$ cat src/rtl/uc_stack.sv
// Control unit for the single-cycle microcontroller: opcode decode, registered zero flag and
// a LIFO return-address stack serving JAL/RET with zero-latency return.
module uc_stack #(
    parameter int unsigned DEPTH = 8,
    parameter int unsigned AW    = 10
) (
    input  logic                     clk,
    input  logic                     reset,
    input  logic [5:0]               opcode,
    input  logic                     z,
    input  logic [AW-1:0]            pc_plus1,
    output logic                     s_inc,
    output logic                     s_inm,
    output logic                     we3,
    output logic                     wez,
    output logic [2:0]               op,
    output logic                     s_ret,
    output logic [AW-1:0]            ret_addr,
    output logic                     zflag,
    output logic [$clog2(DEPTH):0]   sp,
    output logic                     stk_ovf,
    output logic                     stk_unf
);

    localparam int unsigned IW  = $clog2(DEPTH);
    localparam int unsigned SPW = IW + 1;

    logic [AW-1:0]  stack_q [DEPTH];
    logic [SPW-1:0] sp_q;
    logic           zflag_q;
    logic           ovf_q;
    logic           unf_q;
    logic           push;
    logic           pop;
    logic           full;
    logic           empty;
    logic [IW-1:0]  top_idx;

    assign full    = (sp_q == SPW'(DEPTH));
    assign empty   = (sp_q == '0);
    // Low bits wrap correctly when full: DEPTH-1 is the top entry.
    assign top_idx = sp_q[IW-1:0] - 1'b1;

    always_comb begin
        s_inc = 1'b1;
        s_inm = 1'b0;
        we3   = 1'b0;
        wez   = 1'b0;
        op    = 3'd0;
        s_ret = 1'b0;
        push  = 1'b0;
        pop   = 1'b0;
        if (!reset) begin
            if (!opcode[5]) begin
                op  = opcode[4:2];
                we3 = 1'b1;
                wez = 1'b1;
            end else begin
                case (opcode)
                    6'b100000: begin
                        we3   = 1'b1;
                        s_inm = 1'b1;
                    end
                    6'b100001: s_inc = 1'b0;
                    6'b100010: s_inc = ~zflag_q;
                    6'b100011: s_inc = zflag_q;
                    6'b100100: begin
                        s_inc = 1'b0;
                        push  = 1'b1;
                    end
                    6'b100101: begin
                        s_ret = 1'b1;
                        pop   = 1'b1;
                    end
                    default: ;
                endcase
            end
        end
    end

    assign ret_addr = empty ? '0 : stack_q[top_idx];

    always_ff @(posedge clk) begin
        if (reset) begin
            zflag_q <= 1'b0;
            sp_q    <= '0;
            ovf_q   <= 1'b0;
            unf_q   <= 1'b0;
        end else begin
            if (wez) zflag_q <= z;
            if (push) begin
                if (full) ovf_q <= 1'b1;
                else      sp_q  <= sp_q + 1'b1;
            end
            if (pop) begin
                if (empty) unf_q <= 1'b1;
                else       sp_q  <= sp_q - 1'b1;
            end
        end
    end

    // Contents need no reset; occupancy alone defines validity.
    always_ff @(posedge clk) begin
        if (push && !full && !reset) stack_q[sp_q[IW-1:0]] <= pc_plus1;
    end

    assign zflag   = zflag_q;
    assign sp      = sp_q;
    assign stk_ovf = ovf_q;
    assign stk_unf = unf_q;

endmodule

$ cat config.mk
export PLATFORM = sky130hd
export DESIGN_NAME = uc_stack
export DESIGN_NICKNAME = d
export VERILOG_FILES = /design/src/rtl/uc_stack.sv
export SDC_FILE = /design/constraint.sdc
export NUM_CORES = 1
export LEC_CHECK = 0
export ABC_CLOCK_PERIOD_IN_PS = 3100
export CELL_PAD_IN_SITES_DETAIL_PLACEMENT = 0
export CELL_PAD_IN_SITES_GLOBAL_PLACEMENT = 1
export CORE_MARGIN = 3
export CORE_UTILIZATION = 47
export DETAILED_ROUTE_END_ITERATION = 6
export PLACE_DENSITY = 0.86
export SLEW_MARGIN = 15
export SYNTH_ARGS = -nofsm -noshare
export SYNTH_HDL_FRONTEND = slang
export SYNTH_SLANG_ARGS = --single-unit
export TNS_END_PERCENT = 100
$ cat constraint.sdc
create_clock -name clk -period 3.1 [get_ports clk]
set_input_delay 0.465 -clock clk [delete_from_list [all_inputs] [get_ports clk]]
set_output_delay 0.465 -clock clk [all_outputs]
set_load 0.02 [all_outputs]
==> results of run 1 <==
==> critical path, stage by stage, from the launching register on <==
cell             delay (ns)
dfxtp_1                0.33
inv_1                  0.08
ha_2                   0.44
buf_4                  0.21
mux4_2                 0.29
o21ai_0                0.11
nand2_1                0.11
clkdlybuf4s50_1        0.55
==> worst paths after layout <==
| kind | startpoint | cells after the start | end | slack, ns |
|---|---|---|---|---|
| worst min register to register | stk_unf | 2 | stk_unf | 0.49 |
| worst max-delay path | sp[0] | 7 | ret_addr[5] | 0.17 |
| worst max register to register | sp[2] | 4 | stack_q[6][7] | 1.04 |
| worst min-delay path | stk_unf | 2 | stk_unf | 0.49 |
==> registers in the layout, indices dropped and copies added, names as in the netlist <==
| register | cells |
|---|---|
| zflag | 1 |
| stk_unf | 1 |
| stk_ovf | 1 |
| sp | 4 |
| stack_q | 80 |
==> per-stage QoR <==
step,power (mW),instances,worst slack [ns]
finish,2.22,389,0.166
CTS,2.24,389,0.0164
floorplan,1.34,223,0.344
global route,2.29,389,0.00265
global placement,1.39,373,0.344
detailed placement,1.39,373,0.312
==> cells by family (layout without fill, tap and decap cells) <==
kind of cell,count (synthesis),count (layout)
fa+ha+maj,2,2
buf+inv,16,83
compound gates,36,36
xor+xnor,4,4
flops,87,87
simple gates,55,55
mux,23,23
==> report_power, final <==
group | switching (mW) | internal [mW] | total, mW
clock network | 0.401 | 0.458 | 0.859
registers | 0.000889 | 1.28 | 1.28
logic | 0.0419 | 0.0427 | 0.0846
total | 0.443 | 1.78 | 2.22
==> per-layer routing <==
metal / vias up / track usage [%] / part of all wire (%)
met5: - / 0 / 0
met4: 0 / 6.25 / 1.3
met3: 11 / 2.79 / 6.9
met2: 79 / 28.4 / 50
met1: 1092 / 25.3 / 42
li1: 994 / - / -
==> cell usage in the layout, fill, tap and decap left out, types with 2 or more instances in the layout <==
cell	count
a21oi_1	2
xnor2_1	3
o21ai_0	18
o22ai_1	2
a211o_1	3
bufinv_16	2
inv_1	2
and2_1	5
nor3_1	2
clkbuf_8	9
clkinv_2	3
dfxtp_1	7
nor2b_1	2
mux2i_1	2
mux4_2	20
clkdlybuf4s50_1	42
o21ai_1	5
edfxtp_1	80
nand2_1	16
nor2_1	16
nand2b_1	2
buf_4	21
nor3_2	3
==> layout make-up <==
cell class / instances / area, sq um
clock buffer: 9 / 124
clock inverter: 7 / 95.1
fill: 559 / 2890
inverter: 2 / 7.51
multi-input combinational: 120 / 1060
sequential: 87 / 2540
tap: 99 / 124
timing repair buffer: 65 / 602
==> timing repair <==
action,in CTS,in global routing
hold buffers,0,0
gates resized for setup,0,4
endpoints found under the setup margin,0,10
==> impl_metrics.env, run 1 <==
export IMPL_status="completed"
export IMPL_drtAntennaViolNets=0
export IMPL_viasPerCell=5.59
export IMPL_skew_ns=0.00519
export IMPL_area_growth_pct=23.4
export IMPL_synth_compound_area_share_pct=5.65
export IMPL_synthSimpleGateAreaFrac_pct=8.40
export IMPL_final_area_sq_um=4560
export IMPL_end_kind="primary output"
export IMPL_io_buffers=43
export IMPL_cts_sinks=87
export IMPL_maxCapViolCount=0
export IMPL_avgRoutedWirePerCell_um=19.1
export IMPL_synth_cells=223
export IMPL_power_leakage_nw=1.55
export IMPL_syn_num_nets=244
export IMPL_async_reset_ff_share_pct=0
export IMPL_syn_area_sq_um=3700
export IMPL_criticalPathCategory="reg2out"
export IMPL_ctsHtreeMaxLevel=3
export IMPL_clock_latency_ns=0.34
export IMPL_drt_pass1_iter_count=4
export IMPL_cts_setup_buffers=0
export IMPL_required_ns=2.63
export IMPL_synth_top_cell_area_share_pct=65.0
export IMPL_synth_commonest_cells="edfxtp_1 (80), mux4_2 (20), o21ai_0 (18)"
export IMPL_postSynthAreaPerCell_sq_um=16.6
export IMPL_grt_max_degree=29
export IMPL_setup_violations=0
export IMPL_chipWidth_um=94.7
export IMPL_setup_tns_ns=0
export IMPL_die_h_um=94.7
export IMPL_nNetsFinal=306
export IMPL_grt_setup_unrepaired="no"
export IMPL_rows=31
export IMPL_cp_arrival_ns=2.47
export IMPL_initial_core_util_pct=49.6
export IMPL_finalMaxSlewViolations=0
export IMPL_timing_hold_ws_ns=0.486
export IMPL_grt_usage_pct=17.9
export IMPL_synth_cell_type_count=41
export IMPL_synth_warning_count=0
export IMPL_antenna_found_initial=0
export IMPL_grt_pass1_wl_um=11900
export IMPL_synth_top_family_by_area="multiplexers"
export IMPL_synthXorXnorAreaFrac_pct=0.948
export IMPL_clock_path_buffers=2
export IMPL_ir_drop_mv=0.431
export IMPL_worst_pin_slew_ns=0.506
export IMPL_grt_remaining_overflow=0
export IMPL_fin_crit_sh_pct=94.6
export IMPL_synth_ff_type="edfxtp_1"
export IMPL_worstPathMaxFanout=7
export IMPL_core_area_sq_um=7450
export IMPL_dieArea_sq_um=8960
export IMPL_route_vias_total=2176
export IMPL_first_iter_violations=135
export IMPL_tritoncts="yes"
export IMPL_synth_area_leaders="edfxtp_1 (65%), mux4_2 (12%), dfxtp_1 (3.8%), o21ai_0 (2.4%), nand2_1 (1.6%)"
export IMPL_synth_most_common_cell="edfxtp_1"
export IMPL_yosys_register_bits=87
export IMPL_diodes=0
export IMPL_power_density_nw_per_um2=488
export IMPL_ctsRootBufferMaster="clkbuf_8"
export IMPL_holdCritPathClass="reg2reg"
export IMPL_drive_above_1_share_pct=22.8
export IMPL_synth_mux_area_fraction_pct=13.0
export IMPL_finalWirelength_um=7430
export IMPL_max_freq_mhz=341
export IMPL_synth_top_cell_by_area="edfxtp_1"
export IMPL_clkTransAtPathRegs_ns=0.09
export IMPL_drc=0
export IMPL_utilization_pct=61.2
export IMPL_synth_edf_count=80
export IMPL_grt_pass1_vias=2204
export IMPL_synthAdderAreaFrac_pct=0.677
export IMPL_start_kind="flop"
export IMPL_postPlaceCellArea_sq_um=4330
export IMPL_dpl_hpwl_um=4920
export IMPL_io_pins=44
export IMPL_place_gp_congestion=0.763
export IMPL_cts_inserted_buffers=9
export IMPL_max_slew_margin_pct=66.3
export IMPL_hold_violations=0
export IMPL_final_min_clock_period_ns=2.93
export IMPL_ys_seq_area_share_pct=68.8
Power figures use the tool's default switching activity.
==> inputs of run 2 (changes only) <==
--- a/config.mk
+++ b/config.mk
@@ -6,10 +6,12 @@
 export NUM_CORES = 1
 export LEC_CHECK = 0
 export ABC_CLOCK_PERIOD_IN_PS = 3100
+export CAP_MARGIN = 20
 export CELL_PAD_IN_SITES_DETAIL_PLACEMENT = 0
 export CELL_PAD_IN_SITES_GLOBAL_PLACEMENT = 1
 export CORE_MARGIN = 3
 export CORE_UTILIZATION = 47
+export CTS_BUF_LIST = sky130_fd_sc_hd__clkbuf_16
 export DETAILED_ROUTE_END_ITERATION = 6
 export PLACE_DENSITY = 0.86
 export SLEW_MARGIN = 15
==> run 2 against run 1 <==
  * Non-clock buffer count is the same
  * Design area grew 2.1%
  * Die area is the same
  * Global-route usage grew 0.12 points
  * Hold slack lost 0.0060 ns
  * Setup slack lost 0.0086 ns
  * Wire length grew 0.16%
  * Count of clock-buffer cells in the layout is the same
  * Highest routed layer unchanged
  * First-iteration DRC count grew 10%
  * Combinational power is essentially flat
==> impl_metrics.env, run 2 (synthesized netlist as in run 1, its figures left out) <==
export IMPL_diodes=0
export IMPL_ir_drop_mv=0.392
export IMPL_viasPerCell=5.60
export IMPL_first_iter_violations=149
export IMPL_p_sw_mw=0.479
export IMPL_cp_slowest_cell="clkdlybuf4s50_1"
export IMPL_place_gp_congestion=0.763
export IMPL_grt_util_met2_pct=28.3
export IMPL_die_h_um=94.7
export IMPL_ctsHoldBuffers=0
export IMPL_avgRoutedWirePerCell_um=19.1
export IMPL_drive_above_1_share_pct=22.8
export IMPL_layout_commonest_cell="edfxtp_1"
export IMPL_fillers=547
export IMPL_ctsHtreeMaxLevel=3
export IMPL_chipWidth_um=94.7
export IMPL_path_delay_family="buffers and inverters"
export IMPL_hold_violations=0
export IMPL_drt_pass1_iter_count=4
export IMPL_layout_common_cells="edfxtp_1 (80), clkdlybuf4s50_1 (43), buf_4 (22)"
export IMPL_skew_ns=0.00574
export IMPL_nNetsFinal=306
export IMPL_core_area_sq_um=7450
export IMPL_use_met3_pct=3.27
export IMPL_finalWirelength_um=7450
export IMPL_grt_setup_unrepaired="no"
export IMPL_drc=0
export IMPL_tritoncts="yes"
export IMPL_cts_setup_buffers=0
export IMPL_crit_buf_inv=3
export IMPL_pwr_share_seq_pct=51.0
export IMPL_max_slew_margin_pct=66.8
export IMPL_grt_remaining_overflow=0
export IMPL_grt_pass1_wl_um=11800
export IMPL_grt_pass1_vias=2180
export IMPL_ctsRootBufferMaster="clkbuf_16"
export IMPL_antenna_found_initial=0
export IMPL_max_stage_delay_ns=0.54
export IMPL_setup_violations=0
export IMPL_clock_latency_ns=0.33
export IMPL_worstPathMaxFanout=10
export IMPL_gr_max_usage_layer="met2"
export IMPL_end_kind="primary output"
export IMPL_grt_usage_pct=18.0
export IMPL_required_ns=2.63
export IMPL_io_buffers=43
export IMPL_finalPower_mw=2.51
export IMPL_criticalPathCategory="reg2out"
export IMPL_maxCapViolCount=0
export IMPL_clkTransAtPathRegs_ns=0.06
export IMPL_max_freq_mhz=340
export IMPL_crit_chain="inv_1, ha_2, buf_4, mux4_2, o21ai_0, nand2_1, clkdlybuf4s50_1"
export IMPL_rows=31
export IMPL_setup_tns_ns=0
export IMPL_clock_path_buffers=2
export IMPL_grt_use_met1_pct=25.1
export IMPL_dpl_hpwl_um=4920
export IMPL_area_growth_pct=25.9
export IMPL_fin_crit_sh_pct=94.9
export IMPL_start_kind="flop"
export IMPL_dieArea_sq_um=8960
export IMPL_r2r_setup_slack_ns=1.05
export IMPL_grt_max_degree=29
export IMPL_status="completed"
export IMPL_p_comb_share_pct=3.4
export IMPL_switching_share_pct=19.1
export IMPL_power_leakage_nw=1.57
export IMPL_cts_inserted_buffers=9
export IMPL_internal_power_mw=2.03
export IMPL_holdCritPathClass="reg2reg"
export IMPL_finalMaxSlewViolations=0
export IMPL_drtAntennaViolNets=0
export IMPL_ctsResizeCount=0
export IMPL_initial_core_util_pct=49.6
export IMPL_cts_sinks=87
export IMPL_final_min_clock_period_ns=2.94
export IMPL_power_density_nw_per_um2=540
export IMPL_io_pins=44
export IMPL_cp_arrival_ns=2.48
export IMPL_worst_pin_slew_ns=0.497
export IMPL_route_vias_total=2178
export IMPL_largest_reg_flops=80
export IMPL_pwr_share_clk_pct=45.6
[run 2: cell count changes in the layout (fill, tap and decap cells not counted)]
cell,change
dlymetal6s2s_1,-1
buf_6,-1
buf_4,+1
clkbuf_8,-9
clkbuf_16,+9
clkdlybuf4s50_1,+1
[run 2: worst reg2reg max path: cells and delay by family, from the launching register on]
family	cells	cell delay (ns)
flip-flops	1	0.52
AND/OR/NAND/NOR	3	1.01
buffers and inverters	1	0.23
[run 2: per-layer routing]
layer / up-vias / part of all wire (%)
met5: - / 0
li1: 998 / -
met3: 8 / 5.9
met2: 71 / 49
met4: 0 / 1.2
met1: 1101 / 44
[run 2: power groups by stage]
stage	Sequential, mW	Combinational (mW)	Clock (mW)
final	1.28	0.0845	1.15
after global routing	1.28	0.0932	1.21
after CTS	1.28	0.0855	1.17
after detailed placement	1.31	0.0854	0
after global placement	1.31	0.0823	0
after floorplan	1.31	0.0315	0
[run 2: worst paths after layout]
kind,startpoint,to,cells after the start
min reg2reg,stk_unf,stk_unf,2
max,sp[0],ret_addr[1],7
min,stk_unf,stk_unf,2
max reg2reg,sp[2],stack_q[6][1],4
[run 2: stage by stage]
stage	area, sq um	hold slack, ns	util [%]	instances	setup WS [ns]
final	4650	0.480	62.5	389	0.158
after CTS	4650	0.482	62.4	389	0.0223
after floorplan	3700	0.564	-	223	0.344
after detailed placement	4330	0.463	58.1	373	0.312
after global routing	4650	0.521	62.5	389	0.0258
after global placement	4330	0.466	58.1	373	0.344
[run 2: final cells by class]
class                           count  area, sq um  share of cell area, %
Clock buffer                        9          225                   4.84
Sequential cell                    87         2540                   54.6
Clock inverter                      7         95.1                   2.04
Tap cell                           99          124                   2.66
Inverter                            2         7.51                  0.161
Multi-Input combinational cell    120         1060                   22.9
Timing Repair Buffer               65          596                   12.8
==> inputs of run 3 (changes only) <==
--- a/config.mk
+++ b/config.mk
@@ -5,12 +5,13 @@
 export SDC_FILE = /design/constraint.sdc
 export NUM_CORES = 1
 export LEC_CHECK = 0
+export ABC_AREA = 1
 export ABC_CLOCK_PERIOD_IN_PS = 3100
 export CAP_MARGIN = 20
 export CELL_PAD_IN_SITES_DETAIL_PLACEMENT = 0
 export CELL_PAD_IN_SITES_GLOBAL_PLACEMENT = 1
 export CORE_MARGIN = 3
-export CORE_UTILIZATION = 47
+export CORE_UTILIZATION = 44
 export CTS_BUF_LIST = sky130_fd_sc_hd__clkbuf_16
 export DETAILED_ROUTE_END_ITERATION = 6
 export PLACE_DENSITY = 0.86
==> run 3 against run 2 <==
  * Fmax up 0.58%
  * Combinational power about the same
  * Wire length up 7.0%
  * Non-clock buffer count down 4
  * Flip-flop and latch count unchanged
  * Die area up 9.0%
  * Total power down 6.9%
  * Sequential share of layout area down 0.58 points
  * Count of clock-buffer cells in the layout unchanged
  * Hold slack worse by 0.026 ns
  * Utilization down 5.8 points
  * Critical path depth up 1
  * Critical path type unchanged
==> impl_metrics.env, run 3 <==
export IMPL_status="completed"
export IMPL_maxCapViolCount=0
export IMPL_hold_violations=0
export IMPL_postSynthAreaPerCell_sq_um=11.0
export IMPL_synth_top_cell_area_share_pct=63.3
export IMPL_synth_cell_type_count=30
export IMPL_pwr_share_seq_pct=54.8
export IMPL_skew_ns=0.00539
export IMPL_io_buffers=43
export IMPL_power_density_nw_per_um2=497
export IMPL_drc=0
export IMPL_tritoncts="yes"
export IMPL_dpl_hpwl_um=5130
export IMPL_dieArea_sq_um=9770
export IMPL_worstPathMaxFanout=40
export IMPL_synth_most_common_cell="edfxtp_1"
export IMPL_pwr_share_clk_pct=41.6
export IMPL_cts_inserted_buffers=9
export IMPL_ctsHtreeMaxLevel=3
export IMPL_first_iter_violations=129
export IMPL_cts_sinks=87
export IMPL_clkTransAtPathRegs_ns=0.06
export IMPL_p_comb_share_pct=3.6
export IMPL_antenna_found_initial=0
export IMPL_setup_tns_ns=0
export IMPL_grt_pass1_wl_um=12700
export IMPL_finalPower_mw=2.34
export IMPL_ir_drop_mv=0.335
export IMPL_internal_power_mw=1.86
export IMPL_drt_pass1_iter_count=4
export IMPL_end_kind="primary output"
export IMPL_syn_num_nets=366
export IMPL_place_gp_congestion=0.797
export IMPL_synth_edf_count=80
export IMPL_ys_seq_area_share_pct=67.0
export IMPL_clock_latency_ns=0.34
export IMPL_largest_reg_flops=80
export IMPL_synth_warning_count=0
export IMPL_holdCritStartpoint="stk_ovf"
export IMPL_startpoint="sp[1]"
export IMPL_drtAntennaViolNets=0
export IMPL_cp_arrival_ns=2.46
export IMPL_rows=33
export IMPL_r2r_setup_slack_ns=1.28
export IMPL_synth_cells=345
export IMPL_synth_ff_type="edfxtp_1"
export IMPL_worst_pin_slew_ns=0.503
export IMPL_grt_max_degree=49
export IMPL_core_area_sq_um=8300
export IMPL_final_min_clock_period_ns=2.93
export IMPL_max_slew_margin_pct=66.5
export IMPL_final_area_sq_um=4700
export IMPL_clock_path_buffers=2
export IMPL_initial_core_util_pct=45.7
export IMPL_grt_setup_unrepaired="no"
export IMPL_postPlaceCellArea_sq_um=4410
export IMPL_required_ns=2.63
export IMPL_ctsRootBufferMaster="clkbuf_16"
export IMPL_chipWidth_um=98.8
export IMPL_holdCritPathClass="reg2reg"
export IMPL_finalWirelength_um=7970
export IMPL_drive_above_1_share_pct=12.6
export IMPL_route_vias_total=2637
export IMPL_power_leakage_nw=1.74
export IMPL_fillers=700
export IMPL_max_freq_mhz=342
export IMPL_ff2ff_path_depth=5
export IMPL_switching_share_pct=20.4
export IMPL_start_kind="flop"
export IMPL_grt_remaining_overflow=0
export IMPL_nNetsFinal=421
export IMPL_reg2reg_from="sp[0]"
export IMPL_layout_common_cells="edfxtp_1 (80), nor2_1 (77), o21ai_0 (62)"
export IMPL_layout_commonest_cell="edfxtp_1"
export IMPL_area_growth_pct=24.1
export IMPL_setup_violations=0
export IMPL_syn_area_sq_um=3790
export IMPL_cts_setup_buffers=0
export IMPL_synth_top_cell_by_area="edfxtp_1"
export IMPL_fin_crit_sh_pct=94.4
export IMPL_finalMaxSlewViolations=0
export IMPL_grt_pass1_vias=2452
export IMPL_yosys_register_bits=87
export IMPL_criticalPathCategory="reg2out"
export IMPL_grt_usage_pct=16.9
export IMPL_viasPerCell=5.17
export IMPL_hold_depth=2
export IMPL_async_reset_ff_share_pct=0
export IMPL_io_pins=44
export IMPL_p_sw_mw=0.478
export IMPL_die_h_um=98.8
export IMPL_synth_commonest_cells="edfxtp_1 (80), nor2_1 (77), o21ai_0 (62)"
export IMPL_diodes=0
export IMPL_synth_area_leaders="edfxtp_1 (63%), o21ai_0 (8.2%), nor2_1 (7.6%), dfxtp_1 (3.7%), nand2_1 (2.7%)"
export IMPL_avgRoutedWirePerCell_um=15.6
## run 3: worst paths after layout
kind	to
worst max-delay path	ret_addr[5]
worst min-delay path	stk_ovf
worst max register to register	stack_q[6][9]
worst min register to register	stk_ovf
## run 3: routing by layer
| layer | GRT usage, % | wire length [um] | vias to the layer above |
|---|---|---|---|
| met4 | 6.09 | 96 | 0 |
| li1 | - | - | 1317 |
| met2 | 27.3 | 4020 | 58 |
| met3 | 2.83 | 385 | 9 |
| met5 | 0 | 0 | - |
| met1 | 23.0 | 3470 | 1253 |
## run 3: cell families after synthesis
group / Yosys count / synth area share (%)
flip-flops: 87 / 67.0
adder cells (fa/ha/maj): 2 / 0.660
AND/OR/NAND/NOR: 126 / 14.2
buffers and inverters: 36 / 4.59
AO/OA/AOI/OAI: 92 / 13.0
XOR/XNOR: 2 / 0.462
## run 3: critical path, stage by stage (launching register included)
cell and delay, ns:
dfxtp_1 0.32, inv_1 0.08, ha_1 0.37, buf_12 0.23
o21ai_0 0.10, o21ai_0 0.19, o21ai_0 0.10, a21oi_1 0.12
clkdlybuf4s50_1 0.61
## run 3: power groups by stage
stage / Combinational, mW / Clock [mW] / Sequential, mW
6_report: 0.0842 / 0.972 / 1.28
5_1_grt: 0.0923 / 1.04 / 1.28
4_1_cts: 0.0850 / 0.993 / 1.28
3_5_place_dp: 0.0847 / 0 / 1.31
3_3_place_gp: 0.0834 / 0 / 1.31
2_1_floorplan: 0.0316 / 0 / 1.31
## run 3: layout make-up
| cell class | instances | area [sq um] | area share, % |
|---|---|---|---|
| clock buffer | 9 | 225 | 4.79 |
| clock inverter | 7 | 47.5 | 1.01 |
| sequential | 87 | 2540 | 54.0 |
| inverter | 19 | 73.8 | 1.57 |
| timing repair buffer | 61 | 591 | 12.6 |
| tap | 105 | 131 | 2.79 |
| multi-input combinational | 222 | 1090 | 23.2 |
## run 3: through the flow
stage / std cells / setup WS (ns) / hold slack, ns / util [%]
floorplan: 345 / 0.484 / 0.526 / -
global placement: 494 / 0.442 / 0.439 / 53.2
detailed placement: 494 / 0.388 / 0.446 / 53.2
CTS: 510 / 0.0302 / 0.458 / 56.5
global route: 510 / 0.0159 / 0.466 / 56.7
finish: 510 / 0.175 / 0.455 / 56.7
## run 3: repair_timing
action                     CTS  global route
setup endpoints to repair    0             7
gates resized for setup      0             6
hold buffers                 0             0
